## src/rtl/alu_ctrl_muldiv_if.sv

```systemverilog
// Bundle between the datapath and alu_ctrl_muldiv: instruction decode
// fields and operands in, ALU op / HI-LO readback / stall out.
interface alu_ctrl_muldiv_if #(
    parameter int WIDTH = 32
);
    logic [2:0]       AluCtrl;
    logic [5:0]       funct;
    logic             instr_vld;
    logic [WIDTH-1:0] src_a;
    logic [WIDTH-1:0] src_b;
    logic [3:0]       AluOp;
    logic             hilo_sel;
    logic [WIDTH-1:0] hilo_data;
    logic             stall;
    logic             md_busy;

    modport master (
        output AluCtrl, funct, instr_vld, src_a, src_b,
        input  AluOp, hilo_sel, hilo_data, stall, md_busy
    );

    modport slave (
        input  AluCtrl, funct, instr_vld, src_a, src_b,
        output AluOp, hilo_sel, hilo_data, stall, md_busy
    );
endinterface

```

## src/rtl/alu_ctrl_muldiv.sv

```systemverilog
// ALU control decode plus an iterative HI/LO multiply/divide engine.
// Shift-add multiply and restoring divide both operate on magnitudes in a
// shared {acc_hi, acc_lo} register pair; signs are applied in FIX.
//
//  state | meaning
//  ------+-----------------------------------------------------------
//  IDLE  | engine free; accepts mult/div start, mthi/mtlo, mfhi/mflo
//  MUL   | shift-add iteration, counter WIDTH-1 down to 0
//  DIV   | restoring-divide iteration, counter WIDTH-1 down to 0
//  FIX   | sign correction and HI/LO write, then back to IDLE
module alu_ctrl_muldiv #(
    parameter int WIDTH  = 32,
    parameter bit DIV_EN = 1'b1
) (
    input logic               clk,
    input logic               rst_n,
    alu_ctrl_muldiv_if.slave  bus
);
    localparam int CW = $clog2(WIDTH);

    localparam logic [5:0] F_SLL   = 6'h00;
    localparam logic [5:0] F_SRL   = 6'h02;
    localparam logic [5:0] F_SRA   = 6'h03;
    localparam logic [5:0] F_MFHI  = 6'h10;
    localparam logic [5:0] F_MTHI  = 6'h11;
    localparam logic [5:0] F_MFLO  = 6'h12;
    localparam logic [5:0] F_MTLO  = 6'h13;
    localparam logic [5:0] F_MULT  = 6'h18;
    localparam logic [5:0] F_MULTU = 6'h19;
    localparam logic [5:0] F_DIV   = 6'h1a;
    localparam logic [5:0] F_DIVU  = 6'h1b;
    localparam logic [5:0] F_ADD   = 6'h20;
    localparam logic [5:0] F_SUB   = 6'h22;
    localparam logic [5:0] F_AND   = 6'h24;
    localparam logic [5:0] F_OR    = 6'h25;
    localparam logic [5:0] F_NOR   = 6'h27;
    localparam logic [5:0] F_SLT   = 6'h2a;
    localparam logic [5:0] F_SLTU  = 6'h2b;

    typedef enum logic [1:0] {
        S_IDLE,
        S_MUL,
        S_DIV,
        S_FIX
    } state_t;

    state_t           state_q, state_d;
    logic [CW-1:0]    cnt_q;
    logic [WIDTH-1:0] hi_q, lo_q;
    logic [WIDTH-1:0] acc_hi_q, acc_lo_q;
    logic [WIDTH-1:0] op_a_q, op_b_q;
    logic             is_div_q, neg_q_q, neg_r_q;

    logic [3:0]       alu_op;
    logic             is_r;
    logic             f_mult, f_multu, f_div, f_divu;
    logic             f_mfhi, f_mthi, f_mflo, f_mtlo;
    logic             is_hilo, md_busy, accept;
    logic             start_mul, start_div;

    // AluOp decode; unknown classes and functs fall back to add
    always_comb begin
        alu_op = 4'b0010;
        case (bus.AluCtrl)
            3'd0: alu_op = 4'b0000;
            3'd1: alu_op = 4'b0001;
            3'd2: alu_op = 4'b0010;
            3'd3: alu_op = 4'b0111;
            3'd4: alu_op = 4'b0011;
            3'd5: alu_op = 4'b0100;
            3'd6: alu_op = 4'b0101;
            default: begin
                case (bus.funct)
                    F_ADD:   alu_op = 4'b0010;
                    F_SUB:   alu_op = 4'b0110;
                    F_AND:   alu_op = 4'b0000;
                    F_OR:    alu_op = 4'b0001;
                    F_NOR:   alu_op = 4'b1100;
                    F_SLL:   alu_op = 4'b1001;
                    F_SRL:   alu_op = 4'b1010;
                    F_SRA:   alu_op = 4'b1011;
                    F_SLT:   alu_op = 4'b0111;
                    F_SLTU:  alu_op = 4'b0011;
                    default: alu_op = 4'b0010;
                endcase
            end
        endcase
    end

    assign is_r    = (bus.AluCtrl == 3'd7);
    assign f_mult  = is_r && (bus.funct == F_MULT);
    assign f_multu = is_r && (bus.funct == F_MULTU);
    // With the divider compiled out, div/divu are plain no-ops: no stall, no start
    assign f_div   = DIV_EN && is_r && (bus.funct == F_DIV);
    assign f_divu  = DIV_EN && is_r && (bus.funct == F_DIVU);
    assign f_mfhi  = is_r && (bus.funct == F_MFHI);
    assign f_mthi  = is_r && (bus.funct == F_MTHI);
    assign f_mflo  = is_r && (bus.funct == F_MFLO);
    assign f_mtlo  = is_r && (bus.funct == F_MTLO);
    assign is_hilo = f_mult | f_multu | f_div | f_divu | f_mfhi | f_mthi | f_mflo | f_mtlo;

    assign md_busy   = (state_q != S_IDLE);
    // Any HI/LO op that is valid and not stalled can only happen in IDLE
    assign accept    = bus.instr_vld & is_hilo & ~md_busy;
    assign start_mul = accept & (f_mult | f_multu);
    assign start_div = accept & (f_div | f_divu);

    assign bus.AluOp     = alu_op;
    assign bus.md_busy   = md_busy;
    assign bus.stall     = bus.instr_vld & md_busy & is_hilo;
    assign bus.hilo_sel  = accept & (f_mfhi | f_mflo);
    assign bus.hilo_data = (accept & f_mfhi) ? hi_q :
                           (accept & f_mflo) ? lo_q : '0;

    logic             op_signed, sa, sb;
    logic [WIDTH-1:0] mag_a, mag_b;
    logic [WIDTH:0]   mul_sum;
    logic [WIDTH:0]   div_shift, div_diff;
    logic [2*WIDTH-1:0] prod_s;
    logic [WIDTH-1:0] fix_hi, fix_lo;

    // Operand magnitudes at start, one iteration step of each engine, and the FIX result
    always_comb begin
        op_signed = f_mult | f_div;
        sa        = op_signed & bus.src_a[WIDTH-1];
        sb        = op_signed & bus.src_b[WIDTH-1];
        mag_a     = sa ? -bus.src_a : bus.src_a;
        mag_b     = sb ? -bus.src_b : bus.src_b;

        mul_sum   = {1'b0, acc_hi_q} + (acc_lo_q[0] ? {1'b0, op_a_q} : '0);

        div_shift = {acc_hi_q, acc_lo_q[WIDTH-1]};
        div_diff  = div_shift - {1'b0, op_b_q};

        prod_s    = neg_q_q ? -{acc_hi_q, acc_lo_q} : {acc_hi_q, acc_lo_q};
        fix_hi    = prod_s[2*WIDTH-1:WIDTH];
        fix_lo    = prod_s[WIDTH-1:0];
        if (is_div_q) begin
            if (op_b_q == '0) begin
                // Divide by zero: quotient saturates, remainder is the raw dividend
                fix_lo = '1;
                fix_hi = neg_r_q ? -op_a_q : op_a_q;
            end else begin
                fix_lo = neg_q_q ? -acc_lo_q : acc_lo_q;
                fix_hi = neg_r_q ? -acc_hi_q : acc_hi_q;
            end
        end
    end

    // FSM state register
    always_ff @(posedge clk or negedge rst_n) begin
        if (!rst_n) state_q <= S_IDLE;
        else        state_q <= state_d;
    end

    // FSM next-state
    always_comb begin
        state_d = state_q;
        case (state_q)
            S_IDLE: begin
                if (start_mul)      state_d = S_MUL;
                else if (start_div) state_d = S_DIV;
            end
            S_MUL:   if (cnt_q == '0) state_d = S_FIX;
            S_DIV:   if (cnt_q == '0) state_d = S_FIX;
            S_FIX:   state_d = S_IDLE;
            default: state_d = S_IDLE;
        endcase
    end

    // Engine datapath: operand latch, iteration, HI/LO writes
    always_ff @(posedge clk or negedge rst_n) begin
        if (!rst_n) begin
            cnt_q    <= '0;
            hi_q     <= '0;
            lo_q     <= '0;
            acc_hi_q <= '0;
            acc_lo_q <= '0;
            op_a_q   <= '0;
            op_b_q   <= '0;
            is_div_q <= 1'b0;
            neg_q_q  <= 1'b0;
            neg_r_q  <= 1'b0;
        end else begin
            case (state_q)
                S_IDLE: begin
                    if (start_mul | start_div) begin
                        cnt_q    <= CW'(WIDTH - 1);
                        op_a_q   <= mag_a;
                        op_b_q   <= mag_b;
                        acc_hi_q <= '0;
                        acc_lo_q <= start_div ? mag_a : mag_b;
                        is_div_q <= start_div;
                        neg_q_q  <= sa ^ sb;
                        neg_r_q  <= sa;
                    end
                    if (accept & f_mthi) hi_q <= bus.src_a;
                    if (accept & f_mtlo) lo_q <= bus.src_a;
                end
                S_MUL: begin
                    {acc_hi_q, acc_lo_q} <= {mul_sum, acc_lo_q[WIDTH-1:1]};
                    if (cnt_q != '0) cnt_q <= cnt_q - 1'b1;
                end
                S_DIV: begin
                    acc_hi_q <= div_diff[WIDTH] ? div_shift[WIDTH-1:0] : div_diff[WIDTH-1:0];
                    acc_lo_q <= {acc_lo_q[WIDTH-2:0], ~div_diff[WIDTH]};
                    if (cnt_q != '0) cnt_q <= cnt_q - 1'b1;
                end
                S_FIX: begin
                    hi_q <= fix_hi;
                    lo_q <= fix_lo;
                end
                default: ;
            endcase
        end
    end
endmodule

```

## src/flat_wrapper.sv

```systemverilog
// flat-port wrapper written by rule: the top's interface ports become plain ports
module alu_ctrl_muldiv_flat 
#(
    parameter int WIDTH  = 32,
    parameter bit DIV_EN = 1'b1
)
  (clk, rst_n, bus_AluCtrl, bus_funct, bus_instr_vld, bus_src_a, bus_src_b, bus_AluOp, bus_hilo_sel, bus_hilo_data, bus_stall, bus_md_busy);
  alu_ctrl_muldiv_if #(.WIDTH(WIDTH)) bus_i ();
  input logic clk;
  input logic rst_n;
  input wire logic [$bits(bus_i.AluCtrl)-1:0] bus_AluCtrl;
  input wire logic [$bits(bus_i.funct)-1:0] bus_funct;
  input wire logic [$bits(bus_i.instr_vld)-1:0] bus_instr_vld;
  input wire logic [$bits(bus_i.src_a)-1:0] bus_src_a;
  input wire logic [$bits(bus_i.src_b)-1:0] bus_src_b;
  output wire logic [$bits(bus_i.AluOp)-1:0] bus_AluOp;
  output wire logic [$bits(bus_i.hilo_sel)-1:0] bus_hilo_sel;
  output wire logic [$bits(bus_i.hilo_data)-1:0] bus_hilo_data;
  output wire logic [$bits(bus_i.stall)-1:0] bus_stall;
  output wire logic [$bits(bus_i.md_busy)-1:0] bus_md_busy;
  assign bus_i.AluCtrl = bus_AluCtrl;
  assign bus_i.funct = bus_funct;
  assign bus_i.instr_vld = bus_instr_vld;
  assign bus_i.src_a = bus_src_a;
  assign bus_i.src_b = bus_src_b;
  assign bus_AluOp = bus_i.AluOp;
  assign bus_hilo_sel = bus_i.hilo_sel;
  assign bus_hilo_data = bus_i.hilo_data;
  assign bus_stall = bus_i.stall;
  assign bus_md_busy = bus_i.md_busy;
  alu_ctrl_muldiv #(.WIDTH(WIDTH), .DIV_EN(DIV_EN)) u_core (.clk(clk), .rst_n(rst_n), .bus(bus_i));
endmodule
```

## config.mk

```make
export PLATFORM = sky130hd
export DESIGN_NAME = alu_ctrl_muldiv_flat
export DESIGN_NICKNAME = d
export VERILOG_FILES = /design/src/rtl/alu_ctrl_muldiv_if.sv /design/src/rtl/alu_ctrl_muldiv.sv /design/src/flat_wrapper.sv
export SDC_FILE = /design/constraint.sdc
export NUM_CORES = 1
export LEC_CHECK = 0
export CORE_ASPECT_RATIO = 1.1
export CORE_MARGIN = 1.5
export CORE_UTILIZATION = 55
export CTS_CLUSTER_SIZE = 12
export DETAILED_ROUTE_END_ITERATION = 8
export PLACE_DENSITY = 0.85
export SYNTH_ARGS = -nofsm -noshare
export SYNTH_HDL_FRONTEND = slang
export SYNTH_SLANG_ARGS = --single-unit
```

## constraint.sdc

```tcl
create_clock -name clk -period 8.2 [get_ports clk]
set_input_delay 1.23 -clock clk [delete_from_list [all_inputs] [get_ports clk]]
set_output_delay 1.23 -clock clk [all_outputs]
set_load 0.02 [all_outputs]
```

==> run metrics, run 1 <==
status finished clean; met2 wire length 30.5 mm; Max Clk Rate 182 MHz; Pins Over Slew Limit 0; Syn Nets 2,593; clock sinks 202; layout cell share with drive strength beyond 1 4.39%; io pins 115; die area 34,900 um2; nature of the critical path endpoint primary output; most frequent cells in the layout o21ai_0, nand2_1, dfrtp_1; dpl cell area 19,800 um2; final core occ 62.1%; sw power 3.05 mW; Crit Path Category input pin to primary output; internal power 3.33 mW; setup violation total in the final timing report 0; Initial Util 55.8%; clock-pin slew on the worst setup and hold paths 0.06 ns; commonest non-fill, non-tap cell in the layout o21ai_0; Pwr Total 6.38 mW; Max-Cap Viols 0; Crit path largest cell delay 0.77 ns; YS warnings 0; top sig layer met5; TNS Setup 0 ns; Detail Route met3 WL 6.56 mm; DIE HEIGHT 196 um; synthesized instance count 2,439; RSZ-0062 raised after global routing no; number of buffers created by CTS 24; area grow syn2layout 11.4%; # DRC 0; synthesized area 18,600 um2; fill cell count 2,969; Final Cycle Share 67.2%; vias in the first global route 18.1k; total grt overflow 0; PortBufs 114; TritonRoute pass-1 iters 6; CTS Buffer Depth 3; post-route cell area 20,700 um2; Vias per Instance 6.77; largest net degree at the start of global routing 128; sequential area share after synthesis 27.2%; Period minus WS final 5.51 ns; CP max FO 33; library cells used by synthesis 81; initial antenna violation count 4; Synth async-reset ratio 100%; Most common cell on crit path clkdlybuf4s50_1; Arrival @ worst endpoint 4.28 ns; slowest CP cell or3_1; Final Hold Viols 0; WHS 0.484 ns; GRT Total Usage 38.0%; number of synthesized flops with an enable pin 0; relative slew slack 16.3%; Primary FF master, synth dfrtp_1; Clk Latency, worst-skew pair 0.56 ns; Antenna Cells 0; DP HPWL 50.5 mm; PD cells 309 nW/um2; Place WS 2.76 ns; Hold-fix buffers, CTS 0; WL/cell 23.6 um; Req. time, crit path 6.97 ns; synthesized area per cell 7.61 um2; first-pass GRT wire length 102 mm; Post-DRT Antenna Nets 0; initial drt markers 2,552; core area 33,300 um2; # Post-CTS Setup Buffers 0; highest ir drop seen on vdd 0.000370 V; Die Width 178 um; worst-margin pin slew 1.25 ns; CTS tree done; synthesized flop and latch total 202; DRT Wirelength 67.8 mm; final worst slack 2.69 ns; Clock Root Buffer clkbuf_16; Vias 19.4k; Logic pwr share 53.1%; H-tree levels 1; Row Count 70; met1 WL 26.6 mm; Seq pwr share 27.6%; Worst setup SP type input pin; Final Non-Filler Cells 2,872; Lkg Pwr 9.10 nW; PostCTS Resize Cnt 0; sw frac 47.8%; crit-path cells clkdlybuf4s50_1 > nor3b_1 > and2_1 > nand3_1 > or3_1 > nor2_1 > clkdlybuf4s50_1; Placed Cells incl. Taps 2,830; Final nets 2,578; Clock Skew 0.00795 ns; GPL Wtd Cong 0.988; Clock Power Share 19.3%; Hold WC Path Type flop to flop
[registers in the layout, indices dropped and copies added (netlist names)]
name             count
u_core.op_b_q       32
u_core.state_q       2
u_core.neg_r_q       1
u_core.lo_q         32
u_core.cnt_q         5
u_core.neg_q_q       1
u_core.acc_hi_q     32
u_core.is_div_q      1
u_core.op_a_q       32
u_core.acc_lo_q     32
u_core.hi_q         32
[power by group through the flow]
| stage | combinational [mW] | clock (mW) | sequential (mW) |
|---|---|---|---|
| CTS | 3.29 | 1.23 | 1.74 |
| floorplan | 2.56 | 0 | 1.50 |
| finish | 3.39 | 1.23 | 1.76 |
| global placement | 3.18 | 0 | 1.73 |
| detailed placement | 3.27 | 0 | 1.75 |
| global route | 3.70 | 1.27 | 1.78 |
[final cells by class]
cell class	count	area (um2)	area share (%)
multi-input combinational	1981	12600	60.8
clock inverter	10	189	0.914
timing repair buffer	137	1310	6.35
tap	432	541	2.61
clock buffer	32	711	3.44
inverter	78	293	1.42
sequential	202	5060	24.5
[critical path: cells and delay by family]
kind / cells / cell delay, ns
simple gates: 5 / 1.80
buf+inv: 2 / 1.23
[layer usage]
layer,GRT usage (%),vias up
met4,19.7,6
met5,0,-
li1,-,8745
met1,49.9,9269
met3,7.02,268
met2,59.6,1156
[worst paths after layout]
kind                                           from            endpoint  slack [ns]  depth (start not counted)
worst max-delay path                   bus_funct[5]    bus_hilo_data[9]        2.69                          7
worst min register to register      u_core.lo_q[28]     u_core.lo_q[28]        0.48                          2
worst min-delay path                u_core.lo_q[28]     u_core.lo_q[28]        0.48                          2
max in group asynchronous                     rst_n   u_core.op_b_q[13]        5.98                          2
worst max register to register  u_core.acc_lo_q[31]  u_core.acc_hi_q[7]        3.29                         13
min in group asynchronous                     rst_n     u_core.lo_q[23]        0.74                          1
[logic make-up (layout without fill, tap and decap cells)]
family                     count (synthesis)  in the layout  synth area share (%)
AOI/OAI and AO/OA                        797            797                  26.1
and+or+nand+nor                          785            785                  20.2
buffers and inverters                    256            257                  5.25
xor gates and xnor gates                 225            225                  10.6
DFF                                      202            202                  27.2
muxes                                     96             96                  5.25
adders and majority gates                 78             78                  5.34
[Yosys cell counts (7+ instances only)]
cell	count	area share (%)
ha_1	76	5.1
inv_1	76	1.5
o21ai_0	320	8.6
mux2i_1	94	5.1
o22ai_1	27	0.91
o21a_1	12	0.49
o211ai_1	15	0.61
dfrtp_1	202	27
nor3_1	30	0.81
or2_2	11	0.37
a22oi_1	45	1.8
a21o_1	33	1.3
a211oi_1	16	0.65
o21bai_1	7	0.28
a311oi_1	7	0.33
xnor2_1	132	6.2
a31oi_1	16	0.54
or4_1	28	1.1
and2_1	38	1.3
o31ai_1	41	1.7
nor2b_1	10	0.34
o41ai_1	21	0.99
o221ai_1	10	0.47
nor3b_1	7	0.28
nand4_1	16	0.54
or3_1	34	1.1
nand2_1	319	6.5
nor4_1	25	0.84
and3_1	27	0.91
nand3_1	36	0.97
nor2_1	164	3.3
nand2b_1	14	0.47
o21ai_1	9	0.24
buf_1	13	0.26
clkbuf_1	159	3.2
xor2_1	93	4.4
a21oi_1	169	4.6
Power figures use the tool's default switching activity.
==> inputs of run 2 (changes only) <==
--- a/config.mk
+++ b/config.mk
@@ -10,7 +10,7 @@
 export CORE_UTILIZATION = 55
 export CTS_CLUSTER_SIZE = 12
 export DETAILED_ROUTE_END_ITERATION = 8
-export PLACE_DENSITY = 0.85
+export PLACE_DENSITY = 0.88
 export SYNTH_ARGS = -nofsm -noshare
 export SYNTH_HDL_FRONTEND = slang
 export SYNTH_SLANG_ARGS = --single-unit
==> constraint.sdc (replaced) <==
create_clock -name clk -period 5 [get_ports clk]
set_input_delay 0.75 -clock clk [delete_from_list [all_inputs] [get_ports clk]]
set_output_delay 0.75 -clock clk [all_outputs]
set_load 0.02 [all_outputs]
==> run metrics, run 2 (same netlist as run 1, synthesis figures left out) <==
Antenna Cells 0; status finished clean; nature of the critical path endpoint primary output; CTS Buffer Depth 3; vias in the first global route 18.1k; setup violation total in the final timing report 0; core area 33,300 um2; first-pass GRT wire length 103 mm; Worst setup SP type input pin; Hold-fix buffers, CTS 0; io pins 115; GRT Total Usage 38.2%; # Post-CTS Setup Buffers 0; area grow syn2layout 11.6%; H-tree levels 1; TNS Setup 0 ns; DP HPWL 51.3 mm; slowest CP cell or3_1; flop2flop setup slack 0.61 ns; TritonRoute pass-1 iters 6; DIE HEIGHT 196 um; Crit Path Category input pin to primary output; initial antenna violation count 1; clock sinks 202; Vias 19.4k; post-route cell area 20,700 um2; Clock Root Buffer clkbuf_16; Max-Cap Viols 0; # DRC 0; Final nets 2,596; relative slew slack 20.5%; RSZ-0062 raised after global routing no; worst-margin pin slew 1.18 ns; most frequent cells in the layout o21ai_0, nand2_1, dfrtp_1; Pwr Total 10.3 mW; final core occ 62.2%; PD cells 495 nW/um2; PortBufs 114; Die Width 178 um; Final Hold Viols 0; Most common cell on crit path clkdlybuf4s50_1; crit-path cells clkdlybuf4s50_1 > nor3b_1 > and2_1 > nand3_1 > or3_1 > nor2_1 > clkdlybuf4s50_1; Max Clk Rate 225 MHz; initial drt markers 2,579; Hold WC Path Type input pin to asynchronous set/reset pin; commonest non-fill, non-tap cell in the layout o21ai_0; RR Startpoint u_core.acc_lo_q[31]; reg2reg end u_core.acc_hi_q[26]; GPL Wtd Cong 1.08; CTS tree done; Vias per Instance 6.71; dpl cell area 19,900 um2; Clk Latency, worst-skew pair 0.56 ns; total grt overflow 0; Period minus WS final 4.45 ns; clock-pin slew on the worst setup and hold paths 0.06 ns; DRT Wirelength 67.3 mm; number of buffers created by CTS 24; Arrival @ worst endpoint 3.70 ns; Pins Over Slew Limit 0; Clock Skew 0.0417 ns; Final Cycle Share 88.9%; highest ir drop seen on vdd 0.000475 V; die area 34,900 um2; FF-to-FF path depth 12; layout cell share with drive strength beyond 1 4.88%; Row Count 70; CP max FO 33; Req. time, crit path 4.25 ns; WL/cell 23.3 um; PostCTS Resize Cnt 0; Post-DRT Antenna Nets 0; largest net degree at the start of global routing 128; Crit path largest cell delay 0.76 ns; Initial Util 55.8%; Lkg Pwr 9.13 nW
run 2: changes by cell type in the layout (fill, tap and decap cells not counted):
cell,previous run,this run
buf_4,23,41
bufinv_16,5,2
clkbuf_1,0,5
clkbuf_8,9,7
clkinv_2,3,2
clkinvlp_4,1,2
run 2: layout make-up:
cell class / instances / area, um2
Clock buffer: 35 / 702
Clock inverter: 7 / 101
Fill cell: 2938 / 12600
Inverter: 78 / 293
Multi-Input combinational cell: 1981 / 12600
Sequential cell: 202 / 5060
Tap cell: 432 / 541
Timing Repair Buffer: 155 / 1450
run 2: report_power, final:
group          switching, mW  internal, mW
Sequential             0.734          2.14
Combinational           3.46          2.11
Clock                  0.742          1.07
Total                   4.93          5.33
run 2: how the worst max path moves through the flow:
stage / from / end / cells after the start / slack [ns]
global placement: bus_funct[2] / bus_hilo_data[16] / 7 / 0.76
global route: bus_funct[5] / bus_hilo_data[8] / 7 / 0.33
detailed placement: bus_funct[5] / bus_hilo_data[21] / 7 / 0.62
finish: bus_funct[5] / bus_hilo_data[21] / 7 / 0.55
CTS: bus_funct[5] / bus_hilo_data[21] / 7 / 0.60
floorplan: u_core.acc_hi_q[0] / u_core.acc_hi_q[29] / 15 / 1.30
run 2: per-stage QoR:
step	worst slack, ns	hold WS [ns]	std cells
3_5_place_dp	0.616	0.468	2848
2_1_floorplan	1.30	0.447	2439
5_1_grt	0.335	0.251	2890
6_report	0.554	0.207	2890
4_1_cts	0.598	0.236	2890
3_3_place_gp	0.763	0.460	2848
run 2: worst max-delay path, delay by kind of cell:
kind / cells / cell delay, ns
simple gates: 5 / 1.76
buf+inv: 2 / 1.18
run 2: metal layers:
| metal | track usage (%) | part of all wire (%) |
|---|---|---|
| met4 | 22.2 | 6.7 |
| met5 | 0 | 0 |
| met3 | 8.16 | 11 |
| met1 | 49.6 | 39 |
| met2 | 58.5 | 44 |
